`config.mk`:
```
export PLATFORM = sky130hd
export DESIGN_NAME = pipe_skid_stage
export DESIGN_NICKNAME = d
export VERILOG_FILES = /design/src/rtl/pipe_skid_stage.sv
export SDC_FILE = /design/constraint.sdc
export NUM_CORES = 1
export LEC_CHECK = 0
export CAP_MARGIN = 20
export CORE_AREA = 2 2 88 90
export DETAILED_ROUTE_END_ITERATION = 7
export DIE_AREA = 0 0 90 92
export GPL_ROUTABILITY_DRIVEN = 0
export PLACE_DENSITY = 0.79
export SYNTH_ARGS = -nofsm -noshare
export SYNTH_HDL_FRONTEND = slang
export SYNTH_SLANG_ARGS = --single-unit
```
`constraint.sdc`:
```
create_clock -name clk_i -period 1.55 [get_ports clk_i]
set_input_delay 0.31 -clock clk_i [delete_from_list [all_inputs] [get_ports clk_i]]
set_output_delay 0.31 -clock clk_i [all_outputs]
set_load 0.01 [all_outputs]
```
`src/rtl/pipe_skid_stage.sv`:
```
// pipe_skid_stage: valid/ready pipeline register with 2-entry skid, stall, flush; PIPE_SKID_PERF_EN adds a backpressure counter
module pipe_skid_stage #(
  parameter int WIDTH = 32,
  parameter bit DATA_RESET = 1'b1
) (
  input  logic             clk_i,
  input  logic             rst_i,
  input  logic             stall_i,
  input  logic             flush_i,
  input  logic             in_valid_i,
  output logic             in_ready_o,
  input  logic [WIDTH-1:0] in_data_i,
  output logic             out_valid_o,
  input  logic             out_ready_i,
  output logic [WIDTH-1:0] out_data_o,
`ifdef PIPE_SKID_PERF_EN
  output logic [15:0]      perf_stall_cnt_o,
`endif
  output logic [1:0]       occupancy_o
);
  typedef enum logic [1:0] {EMPTY = 2'd0, ONE = 2'd1, TWO = 2'd2} state_t;
  state_t state_q, state_d;
  logic [WIDTH-1:0] main_q, main_d, skid_q, skid_d;
  logic in_fire, out_fire;
  assign in_ready_o  = (state_q != TWO) & ~stall_i;
  assign out_valid_o = (state_q != EMPTY);
  assign occupancy_o = state_q;
  assign out_data_o  = main_q;
  assign in_fire     = in_valid_i & in_ready_o;
  assign out_fire    = out_valid_o & out_ready_i & ~stall_i;
  // stall needs no branch of its own: both fires are already gated by it
  always_comb begin
    state_d = state_q;
    main_d  = main_q;
    skid_d  = skid_q;
    if (flush_i) state_d = EMPTY;
    else begin
      case (state_q)
        EMPTY: if (in_fire) begin
          state_d = ONE;
          main_d  = in_data_i;
        end
        ONE: begin
          if (in_fire && out_fire) main_d = in_data_i;
          else if (in_fire) begin
            state_d = TWO;
            skid_d  = in_data_i;
          end else if (out_fire) state_d = EMPTY;
        end
        TWO: if (out_fire) begin
          state_d = ONE;
          main_d  = skid_q;
        end
        default: state_d = EMPTY;
      endcase
    end
  end
  always_ff @(posedge clk_i) begin
    if (rst_i) begin
      state_q <= EMPTY;
      if (DATA_RESET) begin
        main_q <= '0;
        skid_q <= '0;
      end
    end else begin
      state_q <= state_d;
      main_q  <= main_d;
      skid_q  <= skid_d;
    end
  end
`ifdef PIPE_SKID_PERF_EN
  always_ff @(posedge clk_i) begin
    if (rst_i) perf_stall_cnt_o <= '0;
    else if (out_valid_o && !out_ready_i && !stall_i && perf_stall_cnt_o != 16'hFFFF)
      perf_stall_cnt_o <= perf_stall_cnt_o + 16'd1;
  end
`endif
endmodule

```
### Word-level counts from Yosys, hierarchy flattened

Cells that the tools add are included.

| cells by class | value |
|---|---|
| bitwise gates (word level) | 7 |
| reduce and logical (&&, ||, !) cells | 8 |
| equality and inequality tests | 8 |
| muxes and demuxes | 10 |

Operators with widths:

| cell | count |
|---|---|
| $mux 32 | 3 |
| $pmux 32 s3 | 1 |
| $mux 2 | 5 |
| $ne 2x2->1 const B | 5 |
| $reduce_and 4->1 | 2 |
| $pmux 2 s3 | 1 |
| $reduce_and 5->1 | 1 |
| $and 1x1->1 | 4 |
| $ne 3x3->1 const B | 1 |
| $not 1->1 | 3 |
| $reduce_bool 3->1 | 1 |
| $eq 2x1->1 const B | 1 |
| $eq 2x2->1 const B | 1 |
| $logic_not 2->1 | 1 |
| $reduce_bool 2->1 | 1 |
| $reduce_or 2->1 | 1 |
| $logic_and 1x1->1 | 1 |

| word-level totals | value |
|---|---|
| output and inout port bits | 36 |
| register bits | 66 |
| bits of input ports | 38 |

### Logic depth before layout (Yosys ltp)

Gate-level depths: netlist (run 1).

| depth | value |
|---|---|
| word-level depth | 7 |
| gate-level depth with buffers | 6 |

### Least setup slack after synthesis (run 1)

No wires, ideal clock.

| timing path | value |
|---|---|
| path kind | register -> register |
| from | reg state_q[1], in the netlist occupancy_o[1] |
| to | reg main_q[22], in the netlist out_data_o[22] |
| required time | 1.404 ns |
| setup slack | 0.006 ns |
| cell stages (with the launch flop) | 5 |
| arrival time | 1.398 ns |
| cell sequence | dfxtp_1 -> mux2_4 -> buf_2 -> a221oi_1 -> a211oi_2 |

| between the ends | value |
|---|---|
| cells in the longest elaborated chain, start to end | 6 |
| elaborated cells on any way between the ends | 16 |
| classes of those cells | eq/ne: 6; mux: 1; bitwise: 4; reduce/logical: 5 |

RTL lines:

| what | line | text |
|---|---|---|
| start, declared | 22 | `state_t state_q, state_d;` |
| start signal, assigned | 66 | `state_q <= state_d;` |
| $ne 2x2->1 or $reduce_bool 2->1 (tied branches) | 25, 26 |  |
| $and 1x1->1 (on tied branches) | 25, 30 |  |
| $and 1x1->1 (on tied branches) | 29, 30 |  |
| $logic_and 1x1->1 | 44 | `if (in_fire && out_fire) main_d = in_data_i;` |
| $ne 2x2->1 (no line) | -- |  |
| $reduce_and 5->1 (no line) | -- |  |
| end signal, assigned | 67 | `main_q <= main_d;` |
| end, declared | 23 | `logic [WIDTH-1:0] main_q, main_d, skid_q, skid_d;` |

Parallel ways exist; a longest one is shown, timed or not.
A chain may end at the register's enable or synchronous reset.

### Final worst setup path (run 1)

| timing path | value |
|---|---|
| from | reg state_q[1], in the netlist occupancy_o[1] |
| to | reg skid_q[31] |

| between the ends | value |
|---|---|
| cells in the longest elaborated chain, start to end | 6 |
| elaborated cells on any way between the ends | 10 |
| classes of those cells | eq/ne: 2; bitwise: 5; reduce/logical: 3 |

RTL lines:

| what | line | text |
|---|---|---|
| $ne 2x2->1 or $reduce_bool 2->1 (tied branches) | 25, 26 |  |
| $and 1x1->1 (on tied branches) | 25, 30 |  |
| $and 1x1->1 (on tied branches) | 29, 30 |  |
| $logic_and 1x1->1 | 44 |  |
| $not 1->1 (no line) | -- |  |
| $reduce_and 4->1 (no line) (*) | -- |  |
| end signal, assigned | 68 | `skid_q <= skid_d;` |
| end, declared | 23 |  |

Mark *: on every way between the ends. The rest lies on a longest branch, timed or not.

==> results of run 1 <==
==> power groups by stage <==
| stage | Combinational [uW] | Sequential, uW | Clock (uW) |
|---|---|---|---|
| 2_1_floorplan | 320 | 1860 | 0 |
| 3_3_place_gp | 690 | 1840 | 0 |
| 3_5_place_dp | 707 | 1830 | 0 |
| 4_1_cts | 688 | 1800 | 1650 |
| 5_1_grt | 734 | 1800 | 1730 |
| 6_report | 691 | 1800 | 1630 |
==> synth_stat cells (all sizes together) <==
library cell  number  area, um^2
a211oi            33       397.9
a21oi             32       160.2
a221oi            32       280.3
a22o               1       17.52
buf               18       118.9
clkbuf            23       93.84
dfxtp             66        1321
mux2               1       15.01
mux2i             32       320.3
nand2              1       3.750
nand2b             1       6.260
nand3             32       160.2
nand4bb            1       11.26
nor2               2       7.510
nor2b              3       18.77
nor3               2       21.27
nor4b              1       23.77
nor4bb             1       10.01
o21ai             33       165.2
o22a               1       8.760
or2                2       12.51
xnor2              1       8.760
==> cells by family (layout without fill, tap and decap cells) <==
family	count (synthesis)	count (layout)	synth area share (%)
mux	33	33	10.53
simple gates	46	46	8.648
xor+xnor	1	1	0.2752
buf+inv	41	124	6.682
flops	66	66	41.51
compound gates	132	132	32.35
==> placed cells by master, fill, tap and decap left out, drive strengths merged <==
master,netlist,layout
buf,18,37
clkbuf,23,15
nor2b,3,3
a21oi,32,32
nand2b,1,1
nor3,2,2
or2,2,2
o21ai,33,33
nor4bb,1,1
a221oi,32,32
mux2i,32,32
xnor2,1,1
nor2,2,2
nand2,1,1
mux2,1,1
dlymetal6s2s,0,14
a22o,1,1
dfxtp,66,66
nand4bb,1,1
dlygate4sd2,0,23
bufinv,0,2
clkdlybuf4s50,0,33
nor4b,1,1
a211oi,33,33
nand3,32,32
o22a,1,1
==> metal layers <==
metal,part of all wire [%],GRT usage [%],up-vias
li1,-,-,1398
met2,51,38.60,138
met5,0,0,-
met3,6.5,6.327,13
met1,41,27.79,1505
met4,1.4,6.154,0
==> worst max-delay path: stages (launching register included) <==
cell and delay [ns]:
dfxtp_4 0.37, buf_4 0.15, nor4bb_4 0.48, buf_4 0.27, nand3_1 0.09, a21oi_1 0.14
==> flip-flops by register name, summed over array words and instances (netlist names) <==
register	flops
occupancy_o	2
skid_q	32
out_data_o	32
==> through the flow <==
stage | TNS (ns) | cell area (um^2) | setup slack [ns] | hold WS [ns]
3_3_place_gp | -20.54 | 4167 | -0.3642 | 0.4588
3_5_place_dp | -23.38 | 4167 | -0.4080 | 0.4655
5_1_grt | -0.7258 | 4459 | -0.07389 | 0.4632
4_1_cts | 0 | 4385 | 0.0003185 | 0.4546
6_report | -0.04108 | 4459 | -0.02591 | 0.4635
2_1_floorplan | 0 | 3183 | 0.005840 | 0.3869
==> final cells by class <==
class	count	area (um^2)	area share [%]
flip-flops and latches	66	1326	29.74
multi-input cells	212	1674	37.54
well taps	102	127.6	2.862
clock inverters	2	60.06	1.347
clock buffers	13	158.9	3.563
repair buffers	109	1112	24.94
==> timing repair <==
item,CTS,global route
setup buffers,1,0
setup endpoints to repair,54,52
pin swaps,2,1
cloned,0,2
resized for setup,34,30
==> worst max-delay path by stage <==
stage,start,end,slack (ns),cells past startpoint
floorplan,occupancy_o[1],out_data_o[22],0.006,4
global placement,stall_i,out_data_o[20],-0.36,5
detailed placement,stall_i,out_data_o[28],-0.41,6
CTS,out_data_o[23],out_data_o[23],0.0003,1
global route,occupancy_o[1],skid_q[31],-0.07,5
finish,occupancy_o[1],skid_q[31],-0.03,5
==> metrics.txt, run 1 <==
unrepaired setup endpoints after global routing yes; Syn Area/Cell 9.978 um^2; HP Start flush_i; Max-Cap Viols 0; synth unique cells 29; CP startpoint kind flip-flop; switching power 1032 uW; Reg clk slew, reported paths around 0.070 ns; initial antenna violation count 0; worst slew pin tran around 0.46 ns; internal power 3090 uW; status finished with violations; fillers 658; DRT Wirelength 9.409 mm; mapped cell area approximately 3200 um^2; Max-slew headroom 69.12%; final worst setup slack -0.02591 ns; worst r2r dst skid_q[31]; sequential cell fraction of total power 43.6%; CTS Hold Buffers Added 0; Reg2Reg Launch Point occupancy_o[1]; final setup fails 3; H-Tree Depth 3; Fin. Hold Viols 0; Arr. time, crit path approximately 1.9 ns; synthesis-to-finish area growth 40.09%; Die ar. 8280 um^2; initial DRC count 230; hold endpoint occupancy_o[1]; Max Clock Skew roughly 0.0079 ns; clk sinks 66; Pleak 0.001986 uW; Row Count 32; Tmin final 1.576 ns; Clock power frac 39.7%; pwr dens between 900 and 1000 nW/um^2; Comb pwr share 16.8%; CP Capture Type flip-flop; Post-Synthesis Net Count ~360; switching share of power between 20 and 30%; flop2flop setup slack -0.03 ns; final net count 436; # DRC 0; GRT Total Usage 22.51%; Crit Path Class flip-flop to flip-flop; failing checks setup timing; Final period util 101.7%; Non-Filler Instances approximately 500; reg2reg path depth 5; largest net degree at the start of global routing 67; CTS tree yes; Crit Path Max Fanout 8; Clock Root Buffer clkbuf_8; core area ~7400 um^2; Ports 74; worst hold stages 2; layout cells sized above 1 23.13%; port bufs 73; Seq cells post-synth 66; routed vias/inst 6.060; Synth Instances between 300 and 400; hpwl dp 6.016 mm; Synth warnings 0; number of routed nets with antenna violations 0; GRT overflow 0; die height roughly 92 um; maximum clock rate ~630 MHz; vias in the first global route 2912; routed via count 3054; first-pass GRT wire length 14.92 mm; Die Width 90 um; overall power 4122 uW; TritonRoute pass-1 iters 5; Seq/Total Area, Yosys 41.51%; Skew-Pair Late Insertion Delay 0.35 ns; diodes inserted 0; worst hold path type input port to flip-flop; Max VDD drop 0.0008038 V; Max Slew Vio Count 0; clock buffer count from CTS 9; placed cell count around 500; Max Root-Sink Buffers 2; Routed wire per std cell 18.67 um; Core Util, Final between 50 and 60%; CP Data Required Time 1.82 ns; starting density of the core 42.74%
Power figures use the tool's default switching activity.
==> run 2, diff against run 1 <==
- CELL_PAD_IN_SITES_DETAIL_PLACEMENT: unset -> 1
- CELL_PAD_IN_SITES_GLOBAL_PLACEMENT: unset -> 1
- CORE_AREA: 2 2 88 90 -> 2 2 92 94
- DIE_AREA: 0 0 90 92 -> 0 0 94 96
- PLACE_DENSITY: 0.79 -> 0.88
- clock period: 1.55 -> 1.87 ns (I/O delays scaled with it)
==> metrics.txt, run 2 (synthesis gave the netlist of run 1 again) <==
HP Start skid_q[14]; Arr. time, crit path 1.39 ns; GRT overflow 0; H-Tree Depth 3; CP Data Required Time 1.50 ns; Final period util 94.37%; Die Width 94 um; routed via count 3013; CP Depth 2; DRT Wirelength 10.05 mm; Pleak 0.001662 uW; initial antenna violation count 0; Non-Filler Instances 503; port bufs 73; hpwl dp ~6.9 mm; Max Root-Sink Buffers 2; Clock Root Buffer clkbuf_8; CP Capture Type output port; Reg area 1324 um^2; Max Slew Vio Count 0; most common cell after layout, fill and taps aside clkdlybuf4s50_1; internal power between 2000 and 2500 uW; Die ar. 9024 um^2; crit path cell chain buf_4 > clkdlybuf4s50_1; Max VDD drop 0.0002874 V; routed vias/inst between 5 and 6; CP Launch Point occupancy_o[0]; Max-Cap Viols 0; crit path capture occupancy_o[0]; synthesis-to-finish area growth 37.42%; switching share of power 26.85%; final setup fails 0; CTS tree yes; first-pass GRT wire length 15.97 mm; fillers just under 900; area of the multi-input gates 1669 um^2; Hold WS 0.4816 ns; Crit Path Max Fanout 6; CP peak stage delay around 0.53 ns; GRT Total Usage a little under a quarter; pwr dens roughly 720 nW/um^2; Comb pwr share a little under a fifth; TritonRoute pass-1 iters 4; Crit Path Class flip-flop to output port; largest net degree at the start of global routing 67; final net count 432; starting density of the core between 30% and 40%; Skew-Pair Late Insertion Delay 0.34 ns; vias in the first global route about 3.2k; met2 usage 41.55%; worst slew pin tran roughly 0.6 ns; Tmin final between 1.5 and 2 ns; layout cells sized above 1 22.11%; diodes inserted 0; unrepaired setup endpoints after global routing no; Routed wire per std cell 19.98 um; Fin Setup TNS 0 ns; global route hottest layer met2; Max-slew headroom between 50% and 60%; clock buffer count from CTS 9; status finished, final reports clean; Ports 74; Max Clock Skew 0.006062 ns; Fin. Hold Viols 0; reg2reg path depth 4; flop2flop setup slack roughly 0.23 ns; core area 8051 um^2; number of routed nets with antenna violations 0; CP startpoint kind flip-flop; placed cell count a little under 500; met1 GRT Util 27.34%; die height 96 um; most frequent cells in the layout clkdlybuf4s50_1, dfxtp_1; clk sinks 66; worst r2r dst out_data_o[28]; switching power 849.4 uW; Reg clk slew, reported paths 0.06 ns; Row Count 33; Buf/Inv on CP 2; CTS Hold Buffers Added 0; maximum clock rate 566.6 MHz; Reg2Reg Launch Point occupancy_o[0]; critical path's top delay family buffers and inverters; sequential cell fraction of total power 47.3%; Clock power frac 33.7%; initial DRC count about 120; met3 Use GR approximately 4%; worst hold path type flip-flop to flip-flop; # DRC 0; CP max-delay cell clkdlybuf4s50_1
-- run 2: worst reg2reg max path, delay by kind of cell, from the launching register on --
| family | cells | cell delay (ns) |
|---|---|---|
| flip-flops | 1 | 0.38 |
| AO/OA/AOI/OAI | 1 | 0.11 |
| buffers and inverters | 1 | 0.50 |
| AND/OR/NAND/NOR | 1 | 0.14 |
| multiplexers | 1 | 0.38 |
-- run 2: how the worst min path moves through the flow --
stage               cells past startpoint             end  slack [ns]
finish                                  2      skid_q[14]        0.48
global route                            2      skid_q[13]        0.50
CTS                                     2      skid_q[14]        0.48
detailed placement                      2      skid_q[21]        0.47
global placement                        2      skid_q[26]        0.46
floorplan                               1  occupancy_o[1]        0.45
-- run 2: through the flow --
stage / util (%) / setup slack, ns / cell area (um^2) / power, uW
finish: 54.33 / 0.1052 / 4374 / 3164
global route: 54.33 / 0.06036 / 4374 / 3290
CTS: 54.30 / 0.005990 / 4372 / 3193
detailed placement: 52.17 / -0.1297 / 4200 / 2130
global placement: 52.17 / -0.05085 / 4200 / 2109
floorplan: - / 0.2859 / 3183 / 1804
-- run 2: metal layers --
layer,vias to the layer above,routed length (um)
met4,0,151
met2,78,5268
li1,1382,-
met1,1536,4259
met5,-,0
met3,17,368
-- run 2: final cells by class --
cell class | instances | area share (%)
multi-input cells | 212 | 38.16
flip-flops and latches | 66 | 30.26
repair buffers | 105 | 24.69
clock buffers | 12 | 3.547
well taps | 105 | 3.003
clock inverters | 3 | 0.3432
-- run 2: power groups by stage --
stage / Combinational, uW / Sequential, uW / Clock [uW]
6_report: 602 / 1500 / 1060
5_1_grt: 643 / 1500 / 1150
4_1_cts: 607 / 1500 / 1090
3_5_place_dp: 605 / 1530 / 0
3_3_place_gp: 585 / 1520 / 0
2_1_floorplan: 265 / 1540 / 0
-- run 2: repair_timing --
| action | CTS | global route |
|---|---|---|
| pin swaps | 0 | 0 |
| gates resized for setup | 3 | 1 |
| setup buffers | 0 | 0 |
| endpoints found under the setup margin | 3 | 1 |
==> run 3, diff against run 2 <==
- CAP_MARGIN: 20 -> 10
==> results of run 3 <==
Final layout, timing and power as in run 2 (identical DEF).
